===== config.mk =====
export PLATFORM = sky130hd
export DESIGN_NAME = bb_uart_tx_arb
export DESIGN_NICKNAME = d
export VERILOG_FILES = /design/src/rtl/bb_uart_tx_arb.sv
export SDC_FILE = /design/constraint.sdc
export NUM_CORES = 1
export LEC_CHECK = 0
export ABC_AREA = 1
export CAP_MARGIN = 20
export CELL_PAD_IN_SITES_DETAIL_PLACEMENT = 1
export CELL_PAD_IN_SITES_GLOBAL_PLACEMENT = 1
export CORE_MARGIN = 4
export CORE_UTILIZATION = 27
export CTS_CLUSTER_SIZE = 25
export DETAILED_ROUTE_END_ITERATION = 12
export PLACE_DENSITY = 0.75
export SYNTH_ARGS = -nofsm -noshare
export SYNTH_HDL_FRONTEND = slang
export SYNTH_SLANG_ARGS = --single-unit

===== constraint.sdc =====
create_clock -name bdclk -period 1.7 [get_ports bdclk]
set_input_delay 0.255 -clock bdclk [delete_from_list [all_inputs] [get_ports bdclk]]
set_output_delay 0.255 -clock bdclk [all_outputs]
set_load 0.01 [all_outputs]

===== src/rtl/bb_uart_tx_arb.sv =====
// Packet-level round-robin arbiter sharing one UART transmitter among four byte sources.
// A port owns the transmitter for a whole packet; priority rotates past the owner when it ends.
module bb_uart_tx_arb #(
    parameter int unsigned TMO = 4
) (
    input  logic        bdclk,
    input  logic        rst,
    input  logic [3:0]  req,
    input  logic [3:0]  last,
    input  logic [31:0] data,
    output logic [3:0]  gnt,
    output logic [3:0]  ack,
    output logic        txen,
    output logic [7:0]  txreg,
    input  logic        txbsy,
    output logic        busy,
    output logic        err
);

    typedef enum logic [1:0] {IDLE, LOAD, WAITB, SEND} state_t;

    state_t      state, state_n;
    logic [3:0]  gnt_n, ack_n;
    logic        txen_n, busy_n, err_n;
    logic [7:0]  txreg_n;
    logic [1:0]  ptr, ptr_n;
    logic [1:0]  owner, owner_n;
    logic [2:0]  cnt, cnt_n;
    logic        lastq, lastq_n;

    logic [1:0]  pick;
    logic [1:0]  idx;
    logic        found;

    // Scan ptr, ptr+1, ... with 2-bit wrap so port 3 rolls over to port 0.
    always_comb begin
        pick  = '0;
        idx   = '0;
        found = 1'b0;
        for (int unsigned i = 0; i < 4; i++) begin
            idx = ptr + 2'(i);
            if (!found && req[idx]) begin
                found = 1'b1;
                pick  = idx;
            end
        end
    end

    always_comb begin
        state_n = state;
        gnt_n   = gnt;
        ack_n   = '0;
        txen_n  = 1'b0;
        txreg_n = txreg;
        busy_n  = busy;
        err_n   = err;
        ptr_n   = ptr;
        owner_n = owner;
        cnt_n   = cnt;
        lastq_n = lastq;
        case (state)
            IDLE: begin
                if (found) begin
                    owner_n = pick;
                    gnt_n   = 4'b0001 << pick;
                    busy_n  = 1'b1;
                    state_n = LOAD;
                end
            end
            LOAD: begin
                if (req[owner] && !txbsy) begin
                    txreg_n = data[{owner, 3'b000} +: 8];
                    txen_n  = 1'b1;
                    ack_n   = 4'b0001 << owner;
                    lastq_n = last[owner];
                    cnt_n   = '0;
                    state_n = WAITB;
                end
            end
            WAITB: begin
                if (txbsy) begin
                    state_n = SEND;
                end else if (cnt == 3'(TMO)) begin
                    err_n   = 1'b1;
                    gnt_n   = '0;
                    busy_n  = 1'b0;
                    ptr_n   = owner + 2'd1;
                    state_n = IDLE;
                end else begin
                    cnt_n = cnt + 3'd1;
                end
            end
            SEND: begin
                if (!txbsy) begin
                    if (lastq) begin
                        gnt_n   = '0;
                        busy_n  = 1'b0;
                        ptr_n   = owner + 2'd1;
                        state_n = IDLE;
                    end else begin
                        state_n = LOAD;
                    end
                end
            end
            default: state_n = IDLE;
        endcase
    end

    always_ff @(posedge bdclk) begin
        if (rst) begin
            state <= IDLE;
            gnt   <= '0;
            ack   <= '0;
            txen  <= 1'b0;
            txreg <= '0;
            busy  <= 1'b0;
            err   <= 1'b0;
            ptr   <= '0;
            owner <= '0;
            cnt   <= '0;
            lastq <= 1'b0;
        end else begin
            state <= state_n;
            gnt   <= gnt_n;
            ack   <= ack_n;
            txen  <= txen_n;
            txreg <= txreg_n;
            busy  <= busy_n;
            err   <= err_n;
            ptr   <= ptr_n;
            owner <= owner_n;
            cnt   <= cnt_n;
            lastq <= lastq_n;
        end
    end

endmodule


* Word-level counts from Yosys, hierarchy flattened
Index checks and enable logic that the tools add are counted.
** Storage, ports and cells
- Input port bits :: 43
- Output and inout port bits :: 19
- Bits in registers :: 29
- Latch bits :: 0
- Bits in read-only memories :: 0
- Memories kept :: 0
- Memory bits (writable) :: 0
** Cells by class
- Eq/ne operators :: 12
- Shift operators :: 3
- Divide/modulo/power cells :: 0
- Multiplexer cells :: 49
- Add/sub/neg operators :: 5
- Bitwise logic cells :: 3
- $lt $le $gt $ge :: 5
- Multiply operators :: 0
- Reductions and logical operators :: 21
** Operators with widths (count)
- 32-bit by 6-bit variable part select with 8-bit output :: 1
- 2-bit 2-to-1 mux :: 13
- 4-bit 2-to-1 mux :: 5
- 1-bit 2-to-1 mux :: 17
- 2-bit by 3-bit < comparator with 1-bit output (second input constant) :: 5
- 2-bit inequality test (second input constant) :: 7
- 1-bit binary-select mux with 2-bit select :: 6
- 4-bit one-hot mux with 3 select lines :: 1
- 3-bit 2-to-1 mux :: 3
- 2-bit one-hot mux with 4 select lines :: 1
- 4-bit AND reduction :: 2
- 1-bit by 2-bit << shifter with 4-bit output (first input constant) :: 2
- 3-bit one-hot mux with 2 select lines :: 1
- 6-bit AND reduction :: 1
- 5-bit AND reduction :: 1
- 2-bit by 1-bit adder with 2-bit output (second input constant) :: 2
- 2-bit adder (second input constant) :: 2
- 2-bit == test (second input constant) :: 2
- 1-bit logical AND :: 4
- 1-bit zero test :: 4
- 2-bit one-hot mux with 2 select lines :: 1
- 2-bit AND reduction :: 2
- 2-bit nonzero test :: 2
- 3-bit by 1-bit adder with 3-bit output (second input constant) :: 1
- 10 further kinds :: 12

* Longest topological paths before layout
Gate-level depths: netlist of the first run.
- Depth after elaboration :: 15
- Gate-level depth with buffers :: 12
- Depth with buffers taken out :: 12

* Worst setup path before layout of the first run
No wires, ideal clock.
- Path type :: flip-flop to flip-flop
- Start :: register state[0]
- End :: register gnt[1]
- Period minus slack after synthesis :: 1.654 ns
- Slack :: 0.046 ns
- Arrival time :: 1.583 ns
- Stages on the path, launching flop included :: 12
- Data required time :: 1.630 ns
- Path through :: dfxtp_1 -> inv_1 -> ha_1 -> nand2_1 -> o21ai_0 -> inv_1 -> nand2_1 -> a211oi_1 -> nand3_1 -> nor2_1 -> nand2_1 -> a21oi_1
** On the way
- Longest elaborated chain between the ends :: 3
- Elaborated cells on any way between the ends :: 11
- Classes of those cells :: 7 x eq/ne; 1 x mux; 3 x reduce/logical
** Ends and longest elaborated chain
- from (decl) :: RTL line 22 : state_t state, state_n;
- from (signal assigned) :: RTL line 123 : state <= state_n;
- 2-bit == test / 2-bit zero test (equally long branches) :: RTL line 61 : case (state)
- 2-bit inequality test (no line) / 3-bit nonzero test (equally long branches)
- 6-bit AND reduction (no line)
- to (signal assigned) :: RTL line 124 : gnt <= gnt_n;
- to (decl) :: RTL line 11 : output logic [3:0] gnt,
Several ways; a longest one is shown, not always the timed one.
A chain may end at the register's enable or synchronous reset.

* Worst setup path in the final report of the first run
- Start :: register state[1]
- End :: register txreg[3]
** On the way
- Longest elaborated chain between the ends :: 2
** Ends and longest elaborated chain
- 2-bit by 1-bit == test with 1-bit output :: RTL line 61
- 2-bit AND reduction (no line)
- to (signal assigned) :: RTL line 127 : txreg <= txreg_n;
- to (decl) :: RTL line 14 : output logic [7:0] txreg,
Every way passes these cells.

==> metrics.yaml, run 1 <==
clock_network:
  cts_max_level: 2
  cts_sinks: 29
  cts_root_buffer: "clkbuf_8"
  cts_tree: "done"
  clock_path_buffers: 2
  hold_buffers: 0
  cts_made_buffers: 5
  worstSkewPairLatency_ns: 0.28
  clkTransAtPathRegs_ns: 0.06
synth:
  synth_nets: 319
  synth_seq_cells: 29
  synth_area_um2: 1760
  yosys.area.top_type: "dfxtp_1"
  synth_cells: 270
  synth_area_leaders: "dfxtp_1 (33%), nand2_1 (19%), nand3_1 (7.4%)"
  synth-seq-area-share_pct: 33.0
  syn_area_per_cell_um2: 6.52
  yosys_warnings: 0
  ys_types: 30
  synth_top_area_share_pct: 33.0
job:
  drv_cap: 0
global_route:
  track_usage_pct: 16.3
  overflow: 0
  antenna_found_initial: 0
  grt_start_max_net_pins: 20
  grt_pass1_vias: 2223
  grt_first_pass_wirelength_um: 10000
route:
  wl_um: 6510
  wl_per_cell_um: 14.6
  vias_per_cell: 4.94
  drt_iter0_markers: 72
  detail-route-antenna-nets: 0
  vias: 2210
  drc: 0
  drt_pass1_iterations: 4
floorplan:
  core_um2: 6350
  die_w_um: 88.7
  ioPinCount: 62
  num_rows: 29
  initial_core_util_pct: 27.7
  die_h_um: 88.7
  die_area_um2: 7870
pwr:
  ir_drop_uv: 817
  p_per_area_nw_per_um2: 1540
  static-leakage-power_nw: 1.29
finish:
  multi_input_area_um2: 1230
  n_fill_cell: 805
  nets: 418
  post-route-util_pct: 48.0
  area_growth_pct: 73.2
  drive_above_1_share_pct: 35.4
  seq_area_um2: 593
  post_layout_nonfiller_instances: 447
  antennaDiodeCount: 0
critical_path:
  path_class: "flip-flop to flip-flop"
  arrival_ns: 1.81
  worstPathRequired_ns: 1.86
  critPathLaunchType: "flip-flop"
  cp_max_fo: 6
  r2r_cells: 8
  end_kind: "flip-flop"
placement:
  dp_hpwl_um: 4810
  place_inst: 432
  io_buffers: 61
  preCtsSetupSlack_ns: -0.312
  gp_congestion: 0.796
timing:
  report.final.slew_viol_count: 0
  clock_skew_ns: 0.0100
  slew_headroom_pct: 81.0
  min_period_ns: 1.65
  rsz0062_at_grt: "true"
  clock.fmax_mhz: 607
  finalSetupViolCount: 0
  period_share_pct: 96.9
  worst_pin_slew_ns: 0.284
  hold_violations: 0
  setup_slack_ns: 0.0529
status:
  status: "finished, final reports clean"
hold_path:
  whs_path_depth: 2
  hold_path_class: "flip-flop to flip-flop"
-- report_power, final --
group          internal, W  switching [W]  total (W)
Combinational      0.00144        0.00173    0.00318
Clock             0.000283       0.000265   0.000548
Sequential        0.000845       0.000134   0.000978
Total              0.00257        0.00213    0.00470
-- cell usage in the layout (no fill, tap or decap), drive strengths merged, types with 3 or more instances in the layout --
master,instances
nor2,17
nor3,3
ha,6
inv,27
dfxtp,29
o21ai,11
nand4,5
a21oi,25
clkdlybuf4s50,59
nand3,26
nand2,98
a22oi,6
clkbuf,7
buf,37
-- state kept, by name, summed over array words and instances (netlist names) --
| register | count |
|---|---|
| gnt | 4 |
| lastq | 1 |
| ptr | 2 |
| cnt | 3 |
| owner | 2 |
| state | 2 |
| ack | 4 |
| txen | 1 |
| txreg | 8 |
| err | 1 |
| busy | 1 |
-- cells in the mapped netlist, drive strengths merged --
library cell  instances
nand2                98
dfxtp                29
inv                  27
nand3                26
a21oi                25
nor2                 17
o21ai                11
a22oi                 6
ha                    6
nand4                 5
clkbuf                4
buf                   3
nor3                  3
o22ai                 2
or2                   2
a211oi                1
a21boi                1
a31oi                 1
clkinv                1
o211ai                1
xor2                  1
-- layer usage --
metal / GRT usage (%) / routed length [µm] / vias to the layer above
met5: 0 / 0 / -
met4: 4.26 / 91 / 0
met3: 6.42 / 465 / 9
met2: 28.7 / 3350 / 64
met1: 18.2 / 2600 / 1057
li1: - / - / 1080
-- through the flow --
| step | TNS [ns] | total power (W) | hold slack (ns) | cell area, µm² |
|---|---|---|---|---|
| after floorplan | 0 | 0.00231 | 0.440 | 1760 |
| after global placement | -4.38 | 0.00330 | 0.452 | 2670 |
| after detailed placement | -6.09 | 0.00338 | 0.459 | 2670 |
| after CTS | -0.0389 | 0.00405 | 0.470 | 2790 |
| after global routing | -0.424 | 0.00509 | 0.493 | 3050 |
| final | 0 | 0.00470 | 0.465 | 3050 |
-- cell type report --
type	count	area share [%]
Sequential cell	29	19.5
Inverter	28	3.98
Multi-Input combinational cell	206	40.5
Clock inverter	2	0.329
Tap cell	77	3.16
Clock buffer	6	2.38
Timing Repair Buffer	99	30.1
-- timing repair --
action | in CTS | in global routing
pin swaps | 3 | 27
endpoints found under the setup margin | 26 | 28
resized for setup | 14 | 72
gates cloned | 0 | 0
setup buffers | 0 | 7
-- worst paths after layout --
path / from / endpoint / slack, ns
max: state[1] / txreg[3] / 0.05
min: txreg[7] / txreg[7] / 0.47
max reg2reg: state[1] / txreg[3] / 0.05
min reg2reg: txreg[7] / txreg[7] / 0.47
-- critical path, stage by stage, from the launching register on --
cell	delay, ns
dfxtp_4	0.37
inv_1	0.14
buf_4	0.16
ha_2	0.23
inv_1	0.08
or2_4	0.29
clkbuf_2	0.15
nand2_1	0.07
a21oi_1	0.06
-- cell families (layout without fill, tap and decap cells) --
| group | Yosys count | in the layout | synth area share (%) |
|---|---|---|---|
| AO/OA/AOI/OAI | 48 | 48 | 15.1 |
| XOR/XNOR | 1 | 1 | 0.498 |
| adder cells (fa/ha/maj) | 6 | 6 | 4.27 |
| buffers and inverters | 35 | 135 | 8.75 |
| flip-flops | 29 | 29 | 33.0 |
| AND/OR/NAND/NOR | 151 | 151 | 38.3 |
Power figures use the tool's default switching activity.
==> run 2, diff against run 1 <==
--- a/config.mk
+++ b/config.mk
@@ -14,6 +14,8 @@
 export CTS_CLUSTER_SIZE = 25
 export DETAILED_ROUTE_END_ITERATION = 12
 export PLACE_DENSITY = 0.75
+export SKIP_CTS_REPAIR_TIMING = 1
+export SLEW_MARGIN = 10
 export SYNTH_ARGS = -nofsm -noshare
 export SYNTH_HDL_FRONTEND = slang
 export SYNTH_SLANG_ARGS = --single-unit
==> run 2 against run 1 <==
Against the previous run: count of clock-buffer cells in the layout is the same; total power decreased by 3.6%; final area fell by 1.5%; sequential cell count stayed put; largest cell class unchanged.
==> metrics.yaml, run 2 (same netlist as run 1, synthesis figures left out) <==
status:
  status: "finished, final reports clean"
finish:
  final_common_cell: "nand2_1"
  drive_above_1_share_pct: 33.1
  n_fill_cell: 805
  layout_common_cells: "nand2_1 (70), clkdlybuf4s50_1 (59), buf_4 (33)"
  post_layout_nonfiller_instances: 446
  largest_register: "txreg"
  nets: 417
  final_cell_area_um2: 3000
  largest_registers: "txreg (8), ack (4), gnt (4)"
  area_growth_pct: 70.6
  largest_register_ffs: 8
  antennaDiodeCount: 0
floorplan:
  ioPinCount: 62
  num_rows: 29
  die_area_um2: 7870
  die_w_um: 88.7
  die_h_um: 88.7
  initial_core_util_pct: 27.7
  core_um2: 6350
global_route:
  grt_first_pass_wirelength_um: 9890
  use_met2_pct: 28.3
  overflow: 0
  use_met1_pct: 18.0
  grt_start_max_net_pins: 20
  grt_pass1_vias: 2194
  track_usage_pct: 16.1
  grt_use_met3_pct: 6.33
  antenna_found_initial: 0
  busiest_layer: "met2"
critical_path:
  cp_top_family: "simple AND/OR/NAND/NOR gates"
  cpMaxStageDelayCell: "dfxtp_2"
  worstPathRequired_ns: 1.91
  path_class: "flip-flop to flip-flop"
  critPathLaunchType: "flip-flop"
  cp_common_cell: "nand2_2"
  path_cells: "inv_2 -> ha_4 -> nand2_2 -> o21ai_2 -> inv_1 -> nand2_2 -> a211oi_4 -> nand3_2 -> nor2_2 -> nand2_1 -> a21oi_2"
  cpPeakStageDelay_ns: 0.35
  cp_max_fo: 4
  end_kind: "flip-flop"
  crit_buf_inv: 2
  arrival_ns: 1.87
hold_path:
  hold_path_class: "flip-flop to flip-flop"
route:
  drc: 0
  wl_per_cell_um: 13.9
  drt_pass1_iterations: 4
  detail-route-antenna-nets: 0
  wl_um: 6180
  vias: 2161
  drt_iter0_markers: 49
  vias_per_cell: 4.85
placement:
  io_buffers: 61
  place_inst: 432
  gp_congestion: 0.796
  place_area_um2: 2670
  preCtsSetupSlack_ns: -0.312
  dp_hpwl_um: 4810
timing:
  min_period_ns: 1.66
  worst_pin_slew_ns: 0.267
  hold_violations: 0
  rsz0062_at_grt: "true"
  clock_skew_ns: 0.00702
  clock.fmax_mhz: 603
  slew_headroom_pct: 82.2
  setup_tns_ns: 0
  finalSetupViolCount: 0
  report.final.slew_viol_count: 0
  setup_slack_ns: 0.0419
  period_share_pct: 97.5
clock_network:
  cts_sinks: 29
  cts_tree: "done"
  worstSkewPairLatency_ns: 0.28
  clock_path_buffers: 2
  clkTransAtPathRegs_ns: 0.06
  cts_made_buffers: 5
  cts_root_buffer: "clkbuf_8"
  cts_max_level: 2
pwr:
  p_per_area_nw_per_um2: 1510
  total_power_w: 0.00453
  ir_drop_uv: 791
  static-leakage-power_nw: 1.28
job:
  drv_cap: 0
-- run 2: cell types whose count changed in the layout (fill, tap and decap cells not counted), sizes merged --
cell / previous run / this run
buf: 37 / 36
-- run 2: final cells by class --
type,instances,area [µm²],share of cell area (%)
Sequential cell,29,593,19.8
Clock inverter,2,10.0,0.333
Tap cell,77,96.3,3.21
Multi-Input combinational cell,206,1200,40.0
Inverter,28,119,3.96
Timing Repair Buffer,98,911,30.3
Clock buffer,6,72.6,2.42
-- run 2: stage by stage --
step | util, % | hold WS [ns]
detailed placement | 42.0 | 0.459
global placement | 42.0 | 0.452
global route | 47.3 | 0.493
CTS | 43.3 | 0.470
floorplan | - | 0.440
finish | 47.3 | 0.466
-- run 2: path summary, 6_finish.rpt --
kind,startpoint,end,slack (ns),depth (start not counted)
setup / recovery,state[0],gnt[1],0.04,11
hold / removal,txreg[7],txreg[7],0.47,2
setup reg to reg,state[0],gnt[1],0.04,11
hold reg to reg,txreg[7],txreg[7],0.47,2
-- run 2: report_power, final --
part	total (W)	switching [W]	internal, W
registers	0.000979	0.000133	0.000846
logic	0.00301	0.00164	0.00137
clock network	0.000547	0.000264	0.000283
-- run 2: per-layer routing --
metal	wire, µm	up-vias
li1	-	1076
met1	2520	1021
met2	3170	56
met3	439	8
met4	61	0
met5	0	-
-- run 2: tightest hold or removal path, stage by stage (launching register included) --
cell	delay, ns
dfxtp_1	0.31
nand2_1	0.06
a21oi_1	0.05
==> run 3, diff against run 2 <==
--- a/config.mk
+++ b/config.mk
@@ -9,7 +9,6 @@
 export CAP_MARGIN = 20
 export CELL_PAD_IN_SITES_DETAIL_PLACEMENT = 1
 export CELL_PAD_IN_SITES_GLOBAL_PLACEMENT = 1
-export CORE_MARGIN = 4
 export CORE_UTILIZATION = 27
 export CTS_CLUSTER_SIZE = 25
 export DETAILED_ROUTE_END_ITERATION = 12
==> run 3 against run 2 <==
Against the previous run: critical path depth unchanged; count of clock-buffer cells in the layout unchanged; die area decreased by 13%; total power increased by 0.56%; core utilization increased by 0.29 points; largest power group unchanged; final cell count decreased by 0.22%; first-iteration DRC count decreased by 47%; critical endpoint is now gnt[3]; wire length decreased by 7.2%; clock power increased by 40%; via count decreased by 3.2%.
==> metrics.yaml, run 3 (same netlist as run 1, synthesis figures left out) <==
clock_network:
  worstSkewPairLatency_ns: 0.29
  clock_path_buffers: 2
  cts_max_level: 2
  cts_root_buffer: "clkbuf_8"
  cts_tree: "done"
  clkTransAtPathRegs_ns: 0.07
  cts_sinks: 29
  cts_made_buffers: 5
finish:
  drive_above_1_share_pct: 28.8
  final_common_cell: "nand2_1"
  largest_registers: "txreg (8), ack (4), gnt (4)"
  n_fill_cell: 806
  largest_register: "txreg"
  layout_common_cells: "nand2_1 (72), clkdlybuf4s50_1 (61), buf_4 (34)"
  largest_register_ffs: 8
  post_layout_nonfiller_instances: 445
  area_growth_pct: 70.7
  antennaDiodeCount: 0
  nets: 416
global_route:
  antenna_found_initial: 0
  grt_pass1_vias: 2012
  grt_start_max_net_pins: 20
  grt_first_pass_wirelength_um: 8890
  overflow: 0
  track_usage_pct: 17.2
floorplan:
  num_rows: 29
  ioPinCount: 62
  die_w_um: 82.7
  initial_core_util_pct: 27.9
  core_um2: 6310
  die_h_um: 82.7
  die_area_um2: 6840
critical_path:
  worstPathRequired_ns: 1.92
  path_class: "flip-flop to flip-flop"
  path_cells: "buf_6 -> ha_4 -> inv_2 -> o21ai_2 -> inv_1 -> nand2_2 -> a211oi_2 -> nand3_2 -> nor2_2 -> nand2_1 -> a21oi_2"
  cp_max_fo: 3
  cpMaxStageDelayCell: "dfxtp_2"
  arrival_ns: 1.84
  cp_top_family: "compound AO/OA/AOI/OAI gates"
  cpPeakStageDelay_ns: 0.34
  critPathLaunchType: "flip-flop"
  crit_buf_inv: 3
  end_kind: "flip-flop"
route:
  vias_per_cell: 4.70
  drt_iter0_markers: 26
  drt_pass1_iterations: 4
  wl_um: 5740
  vias: 2092
  wl_per_cell_um: 12.9
  detail-route-antenna-nets: 0
  drc: 0
job:
  drv_cap: 0
pwr:
  static-leakage-power_nw: 1.29
  p_per_area_nw_per_um2: 1520
  ir_drop_uv: 717
status:
  status: "finished, final reports clean"
timing:
  setup_tns_ns: 0
  hold_violations: 0
  report.final.slew_viol_count: 0
  rsz0062_at_grt: "true"
  min_period_ns: 1.62
  finalSetupViolCount: 0
  timing.hold.ws_ns: 0.466
  clock.fmax_mhz: 617
  slew_headroom_pct: 83.6
  period_share_pct: 95.3
  worst_pin_slew_ns: 0.245
  setup_slack_ns: 0.0804
  clock_skew_ns: 0.00773
placement:
  gp_congestion: 0.780
  place_inst: 431
  preCtsSetupSlack_ns: -0.286
  io_buffers: 61
  dp_hpwl_um: 4420
hold_path:
  hold_path_class: "flip-flop to flip-flop"
## run 3: worst paths after layout
kind	startpoint	slack, ns	depth (start not counted)	end
worst max-delay path	state[0]	0.08	11	gnt[3]
worst min-delay path	txreg[7]	0.47	2	txreg[7]
worst max register to register	state[0]	0.08	11	gnt[3]
worst min register to register	txreg[7]	0.47	2	txreg[7]
## run 3: cell type report
cell class / count / area, µm² / share of cell area [%]
multi-input combinational: 206 / 1180 / 39.3
sequential: 29 / 592 / 19.7
clock inverter: 2 / 37.5 / 1.25
clock buffer: 6 / 82.6 / 2.75
inverter: 28 / 118 / 3.92
timing repair buffer: 97 / 897 / 29.9
tap: 77 / 96.3 / 3.21
## run 3: worst min-delay path, delay by kind of cell (launching register included)
kind	cells	cell delay, ns
AND/OR/NAND/NOR	1	0.06
AO/OA/AOI/OAI	1	0.05
flip-flops	1	0.31
## run 3: metrics by stage
stage | util [%] | total power, W | instance area, µm²
6_report | 47.6 | 0.00456 | 3000
5_1_grt | 47.6 | 0.00493 | 3000
4_1_cts | 44.1 | 0.00412 | 2780
3_5_place_dp | 42.2 | 0.00334 | 2660
3_3_place_gp | 42.2 | 0.00328 | 2660
2_1_floorplan | - | 0.00231 | 1760
## run 3: metal layers
metal,wire length [µm],GRT usage [%]
met5,0,0
met4,37,3.62
met3,387,6.37
met2,2850,30.3
met1,2460,19.6
## run 3: where the power goes
part / switching (W) / internal, W
Sequential: 0.000138 / 0.000842
Clock: 0.000292 / 0.000476
Combinational: 0.00153 / 0.00128
==> variant (settings of run 1) <==
Register the output `err` once more, without a reset; this adds one clock of latency there. The other outputs are not delayed to match.
--- a/src/rtl/bb_uart_tx_arb.sv
+++ b/src/rtl/bb_uart_tx_arb.sv
@@ -20,2 +20,4 @@
     typedef enum logic [1:0] {IDLE, LOAD, WAITB, SEND} state_t;
+
+    logic err_s0;
 
@@ -55,3 +57,3 @@
         busy_n  = busy;
-        err_n   = err;
+        err_n   = err_s0;
         ptr_n   = ptr;
@@ -116,3 +118,3 @@
             busy  <= 1'b0;
-            err   <= 1'b0;
+            err_s0 <= 1'b0;
             ptr   <= '0;
@@ -128,3 +130,3 @@
             busy  <= busy_n;
-            err   <= err_n;
+            err_s0 <= err_n;
             ptr   <= ptr_n;
@@ -136,2 +138,6 @@
 
+    always_ff @(posedge bdclk) begin
+        err <= err_s0;
+    end
+
 endmodule
Check against the original RTL: not equivalent (a bounded check fails within 10 cycles, from zero or initial values and one cycle with rst high).
==> variant against run 1 <==
Final area shrank 3.2%. Combinational power decreased by 4%. Core utilization shrank 2.0 points. Synthesized area increased by 2.1%. Total power grew 0.30%. Setup slack better by 0.033 ns. Sequential power rose by 5%. Sequential cell count rose by 1. Critical path depth is 1 lower. Wire length is 6.9% lower. Critical endpoint is now gnt[1]. Largest cell class unchanged.
==> variant: results (changes against run 1) <==
Setup path
  – WP data arrival: 1.84 ns (+0.03 ns)
  – Worst Reg2Reg Path Length in Cells: 7 (-1)
  – FF-to-FF setup slack: 0.09 ns (+0.03 ns)
  – Crit path max fanout: 4 (-2)
  – Worst reg2reg path endpoint: gnt[1]

Drt
  – Met1 wire length: 2640 microns (+1.5%)
  – Wire length on met2: 2960 microns (-12%)
  – Via Count: 2057 (-6.9%)
  – Via-to-Cell Ratio: 4.74 (-4.1%)
  – 1st-iter DRT viols: 41 (-43%)
  – Met3 WL post-DR: 418 microns (-10%)

Global route
  – Initial antenna violation count: 0 (unchanged)
  – First-pass GRT wire length: 9740 microns (-2.8%)
  – Largest net degree at the start of global routing: 13 (-35%)
  – Grt met1 use: 18.7% (+0.47 points)
  – Total Routing Usage GR: 15.7% (-0.60 points)
  – Vias in the first global route: 2033 (-8.5%)
  – M3 GR Usage: 5.66% (-0.77 points)
  – Met2 Use GR: 26.5% (-2.3 points)

Final layout
  – CLK BUF: 6 (unchanged)
  – Final nets: 405 (-3.1%)
  – Signal buf overhead: 29.2% (-0.92 points)
  – Non-clock buffer count: 92 (-7.1%)
  – Share of layout cells above drive strength 1: 29.4% (-6.0 points)
  – Multi-input logic portion of the cell area: 40.0% (-0.50 points)
  – Sequential cell area share: 20.8% (+1.3 points)
  – #MultiIn Comb: 201 (-2.4%)
  – Finished Core Util: 45.9% (-2.0 points)
  – Number of signal-net inverters in the final layout: 26 (-7.1%)
  – FFs & Latches: 30 (+3.4%)
  – ClkCell Share: 3.22% (+0.51 points)

Placement
  – GP Congestion: 0.808 (+1.5%)
  – DP Area: 0.00262 sq mm (-1.9%)
  – DP HPWL: 4660 microns (-3.1%)
  – DP Worst Slack: -0.257 ns (+0.0548 ns)
  – Cell total after placement: 419 (-3.0%)

STA
  – Post-Route Skew: 0.00365 ns (-0.00634 ns)
  – WHS: 0.355 ns (-0.111 ns)
  – Max_slew headroom: 81.3% (+0.25 points)

Power and ir drop
  – Lkg Pwr: 1.27 nW (-1.8%)
  – Sw Share: 45.7% (+0.34 points)
  – Max rail drop VDD: 0.523 mV (-36%)
  – Final total power: 4.72 mW (+0.30%)
  – Combinational fraction of design power: 65.0% (-2.5 points)
  – Seq pwr share: 21.9% (+1.1 points)

Synth
  – Syn_nets: 313 (-1.9%)
  – Synthesized instance count: 264 (-2.2%)
  – Synth area leaders: dfxtp_1, nand2_1, a21oi_1
  – Seq/Total Area, Yosys: 33.4% (+0.42 points)
  – Post-synth cell types: 26 (-13%)
  – Synth cell count leaders: nand2_1, dfxtp_1, inv_1

Clock network
  – Clock buffer depth: 2 (unchanged)
  – # resized after CTS: 4 (-10)
  – Cts bufs inserted: 5 (unchanged)

Hold path
  – WHS Endpoint: err
  – Hold Path Cell Cnt: 0 (-2)

Outcome
  – Outcome: completed
variant: how the worst max path moves through the flow:
stage | start | end | slack (ns) | cells after the start
2_1_floorplan | state[0] | gnt[2] | 0.13 | 9
3_3_place_gp | req[0] | gnt[2] | -0.21 | 13
3_5_place_dp | req[0] | gnt[0] | -0.26 | 13
4_1_cts | ptr[0] | gnt[0] | 0.02 | 13
5_1_grt | ptr[0] | state[1] | -0.07 | 10
6_report | state[1] | gnt[1] | 0.09 | 7
variant: critical path, stage by stage (launching register included):
cell	delay, ns
dfxtp_1	0.43
inv_1	0.13
ha_1	0.31
a21oi_2	0.21
nand3_4	0.13
nor2_4	0.15
nand2_2	0.06
a21oi_2	0.12
variant: logic make-up after synthesis:
group                      share of synthesized area (%)
and+or+nand+nor                                     37.0
adders and majority gates                           4.18
DFF                                                 33.4
buffers and inverters                               8.98
xor gates and xnor gates                           0.488
AOI/OAI and AO/OA                                   15.9
